$ cat src/rtl/utop.sv
// utop: assembles eight indexed 200-bit beats into one lane-mapped 1600-bit Keccak state.
// Optional macro UTOP_IXCHECK_EN enforces in-order beat indices; without it dinix is only recorded.
module utop #(
    parameter int TMO = 64
) (
    input  logic                  clk,
    input  logic                  reset,
    input  logic                  pushin,
    input  logic [2:0]            dinix,
    input  logic [199:0]          din,
    output logic                  pushout,
    output logic [23:0]           dix,
    output logic [4:0][4:0][63:0] dout,
    output logic                  err
);
    localparam int GW = (TMO < 2) ? 1 : $clog2(TMO + 1);
    localparam logic [GW-1:0] GAP_LAST = GW'((TMO == 0) ? 0 : TMO - 1);

    typedef enum logic {IDLE = 1'b0, COLLECT = 1'b1} state_t;

    state_t        state_q, state_d;
    logic [2:0]    cnt_q, cnt_d;
    logic [GW-1:0] gap_q, gap_d;
    logic [1399:0] s_q;
    logic [20:0]   dixbuf_q;
    logic [1599:0] dout_q;
    logic [23:0]   dix_q;
    logic          pushout_q, pushout_d;
    logic          err_q, err_d;
    logic          wr_en, done, mism, tmo_hit;
    logic [2:0]    wr_slot;

    always_ff @(posedge clk) begin
        if (!reset) begin
            state_q   <= IDLE;
            cnt_q     <= 3'd0;
            gap_q     <= '0;
            pushout_q <= 1'b0;
            err_q     <= 1'b0;
            dout_q    <= '0;
            dix_q     <= '0;
        end else begin
            state_q   <= state_d;
            cnt_q     <= cnt_d;
            gap_q     <= gap_d;
            pushout_q <= pushout_d;
            err_q     <= err_d;
            // Beat 7 bypasses the buffer and lands straight in the output register.
            if (done) begin
                dout_q <= {din, s_q};
                dix_q  <= {dinix, dixbuf_q};
            end
        end
    end

    always_ff @(posedge clk) begin
        for (int i = 0; i < 7; i++) begin
            if (wr_en && wr_slot == 3'(i)) begin
                s_q[200*i +: 200]    <= din;
                dixbuf_q[3*i +: 3]   <= dinix;
            end
        end
    end

    always_comb begin
        state_d = state_q;
        cnt_d   = cnt_q;
        gap_d   = gap_q;
        wr_en   = 1'b0;
        wr_slot = cnt_q;
        mism    = 1'b0;
        tmo_hit = 1'b0;
        done    = 1'b0;
        if (pushin) begin
            gap_d = '0;
`ifdef UTOP_IXCHECK_EN
            if (dinix != cnt_q) begin
                mism = 1'b1;
                if (dinix == 3'd0) begin
                    wr_en   = 1'b1;
                    wr_slot = 3'd0;
                    cnt_d   = 3'd1;
                    state_d = COLLECT;
                end else begin
                    cnt_d   = 3'd0;
                    state_d = IDLE;
                end
            end else
`endif
            begin
                wr_en = 1'b1;
                if (cnt_q == 3'd7) begin
                    done    = 1'b1;
                    cnt_d   = 3'd0;
                    state_d = IDLE;
                end else begin
                    cnt_d   = cnt_q + 3'd1;
                    state_d = COLLECT;
                end
            end
        end else if (state_q == COLLECT && TMO != 0) begin
            if (gap_q == GAP_LAST) begin
                tmo_hit = 1'b1;
                cnt_d   = 3'd0;
                gap_d   = '0;
                state_d = IDLE;
            end else begin
                gap_d = gap_q + GW'(1);
            end
        end
    end

    always_comb begin
        pushout_d = done;
        err_d     = mism | tmo_hit;
    end

    genvar gi, gj;
    generate
        for (gi = 0; gi < 5; gi++) begin : g_x
            for (gj = 0; gj < 5; gj++) begin : g_y
                assign dout[gi][gj] = dout_q[64*(5*gj+gi) +: 64];
            end
        end
    endgenerate

    assign pushout = pushout_q;
    assign err     = err_q;
    assign dix     = dix_q;
endmodule

$ cat config.mk
export PLATFORM = sky130hd
export DESIGN_NAME = utop
export DESIGN_NICKNAME = d
export VERILOG_FILES = /design/src/rtl/utop.sv
export SDC_FILE = /design/constraint.sdc
export NUM_CORES = 2
export LEC_CHECK = 0
export BUFFER_PORTS_ARGS = -buffer_cell sky130_fd_sc_hd__buf_2
export CAP_MARGIN = 20
export CORE_AREA = 5 5 713 715
export DETAILED_ROUTE_END_ITERATION = 8
export DIE_AREA = 0 0 718 720
export PLACE_DENSITY_LB_ADDON = 0.2
export SYNTH_ARGS = -nofsm -noshare
export SYNTH_HDL_FRONTEND = slang
export SYNTH_SLANG_ARGS = --single-unit
$ cat constraint.sdc
create_clock -name clk -period 12.3 [get_ports clk]
set_clock_uncertainty 0.15 [all_clocks]
set_input_delay 1.845 -clock clk [delete_from_list [all_inputs] [get_ports clk]]
set_output_delay 1.845 -clock clk [all_outputs]
set_load 0.01 [all_outputs]
==> reports/metrics.csv <==
metric,value,unit
status,finished clean,
HPWL after detailed placement,257000,µm
fin crit period,4.51,ns
Worst Setup Start Kind,primary input,
"count leader, synth",dfxtp_1,
gr usage total,13.5,%
IO Pins,1832,
Fillers,51972,
Skew-Pair Late Insertion Delay,0.93,ns
Hold Buf Count CTS,0,
WHS Path Cells,1,
Clock Path Buffers,4,
Sum Neg Setup Slack,0,ns
Setup WS pre-CTS,6.85,ns
Synth top area share,46.1,%
largest area contributor in the netlist,edfxtp_1,
CP Capture Type,register,
unrepaired setup endpoints after global routing,false,
Final Hold Viols,0,
overflow left after global routing,0,
vias per cell,3.88,
maxcap violations,0,
CTS Sinks,3058,
DR vias,54265,
post-synthesis async set-or-reset flop share,0,%
end of the worst hold path,dout_q[881]$_SDFFE_PN0P_,
DRC viols,0,
H-tree depth,5,
# rows,260,
TritonCTS clock tree,yes,
Worst R2R End,dout_q[328]$_SDFFE_PN0P_,
initial antenna violation count,39,
DR pass1 iterations,7,
post-route setup slack,7.79,ns
Detailed Route Iter0 Violations,3727,
R2R Setup Slk,8.19,ns
power density cells,181,mW/mm²
Mapped Nets,5317,
setup repair bufs after CTS,0,
post-synthesis sequential area ratio,81.5,%
clock root buffer,clkbuf_16,
die area,0.517,mm²
share of layout cells above drive strength 1,33.7,%
Synth top cells by count,"1637 x dfxtp_1, 1624 x a22o_1, 1421 x edfxtp_1",
relative slew slack,28.0,%
Netlist cell types,33,
Post-Route WL,370000,µm
reg2reg path depth,7,
Starting Density,18.5,%
Gate Count Post-Synth,5104,
DR WL/cell,26.4,µm
Syn. warnings,0,
Final GP Congestion,0.812,
Crit path required time,12.98,ns
worst r2r src,cnt_q[0]$_SDFFE_PN0P_,
Routed Antenna Nets,0,
Tcrit/Tclk final,36.7,%
Peak VDD IR,0.119,mV
Hold Startpoint,s_q[881]$_DFFE_PP_,
Max Slew Vio Count,0,
CP Class,in2reg,
worst-margin pin slew,1.08,ns
Area Growth Syn to Fin,29.6,%
pin count of the biggest net entering global routing,150,
CP Max Fanout,86,
setup violators final,0,
Port-buffer cells,1831,
Die Height,720,µm
Syn Area/Cell,18.1,µm²
vias in the first global route,55220,
Post-CTS Resized,0,
"EDFF count, synth",1421,
CP Data Arrival Time,5.19,ns
cts bufs inserted,344,
Peak Freq,222,MHz
Core Footprint,0.501,mm²
cell area after synthesis,0.0926,mm²
main flop type after synthesis,dfxtp_1,
Die W,718,µm
"FF+latch count, synth",3058,
synth top area cells,"edfxtp_1 46%, dfxtp_1 35%, a22o_1 15%",
Hold WC Path Type,reg2reg,
Worst-path clk slew,0.06,ns
first-pass GRT wire length,495000,µm
Leak Pwr,47.5,nW
post-layout net count,7207,
power breakdown:
group	internal [W]	leakage, nW	switching, W
clock network	0.00608	5.67	0.00439
registers	0.0108	26.1	0.0000294
logic	0.0000403	15.7	0.000402
final cells by class:
| type | instances | area [µm²] | area share [%] |
|---|---|---|---|
| Sequential cell | 3058 | 75400 | 62.9 |
| Inverter | 4 | 15.0 | 0.0125 |
| Timing Repair Buffer | 1908 | 9900 | 8.25 |
| Antenna cell | 24 | 60.1 | 0.0500 |
| Multi-Input combinational cell | 1678 | 14600 | 12.2 |
| Tap cell | 6681 | 8360 | 6.96 |
| Clock buffer | 480 | 9750 | 8.13 |
| Clock inverter | 165 | 1860 | 1.55 |
state kept, by name, indices dropped and copies added, names as in the netlist:
signal and flops:
dixbuf_q 21, state_q 1, cnt_q 3, dix 24
err 1, pushout 1, gap_q 7, dout_q 1600
s_q 1400
metal layers:
metal	GRT usage (%)	routed length, µm
met5	0	13
met4	4.80	14600
met3	4.34	28700
met2	23.9	185000
met1	15.2	141000
worst max-delay path: stages:
cell    delay [ns]
buf_2         0.28
and3_4        0.66
buf_12        0.41
buf_4         0.63
buf_4         0.88
a22o_1        0.24
layout by cell type, fill, tap and decap left out, types with 2 or more instances in the layout:
cell / synthesis / final
buf_2: 199 / 1831
dfxtp_1: 1637 / 1637
a22o_1: 1624 / 1624
edfxtp_1: 1421 / 1421
clkbuf_16: 0 / 347
clkbuf_1: 17 / 76
buf_4: 38 / 64
clkinv_2: 0 / 58
clkbuf_8: 0 / 57
clkinv_1: 0 / 31
diode_2: 0 / 24
bufinv_16: 0 / 23
inv_6: 0 / 15
buf_12: 0 / 13
clkinv_16: 0 / 12
clkinvlp_4: 0 / 11
ha_1: 7 / 7
clkinv_4: 0 / 6
and2_4: 0 / 4
and3_4: 0 / 4
nand2b_1: 4 / 4
nor2_1: 4 / 4
clkinv_8: 0 / 4
inv_1: 3 / 3
nor2b_1: 3 / 3
nand4_1: 3 / 3
nand2_1: 3 / 3
o21ai_0: 3 / 3
xor2_1: 3 / 3
nor3_1: 2 / 2
o41ai_1: 2 / 2
or3_1: 2 / 2
a21oi_1: 2 / 2
inv_8: 0 / 2
inv_16: 0 / 2
cells by family after synthesis:
logic type,synth area share [%]
DFF,81.5
muxes,0.0108
and+or+nand+nor,0.203
xor gates and xnor gates,0.0284
buffers and inverters,2.78
adders and majority gates,0.0946
AOI/OAI and AO/OA,15.4
how the worst max path moves through the flow:
stage	from	endpoint	slack, ns	depth (start not counted)
after floorplan	pushin	dixbuf_q[0]$_DFFE_PP_	4.64	3
after global placement	pushin	dout_q[1112]$_SDFFE_PN0P_	6.92	6
after detailed placement	pushin	dout_q[1131]$_SDFFE_PN0P_	6.85	6
after CTS	pushin	dout_q[1112]$_SDFFE_PN0P_	7.92	6
after global routing	pushin	dout_q[930]$_SDFFE_PN0P_	7.70	6
final	pushin	dout_q[328]$_SDFFE_PN0P_	7.79	6
per-stage QoR:
step                      utilization (%)  power, W  instance area (µm²)  hold WS [ns]  std cells
final                                24.0    0.0217               120000         0.254      13998
after global routing                 24.0    0.0225               120000         0.270      13976
after CTS                            24.0    0.0221               120000         0.246      13974
after detailed placement             21.6    0.0115               108000         0.290      13329
after global placement               21.6    0.0115               108000         0.286      13329
after floorplan                         -    0.0112                92600         0.280       5104
No activity file was read; power rests on OpenSTA's default activity.
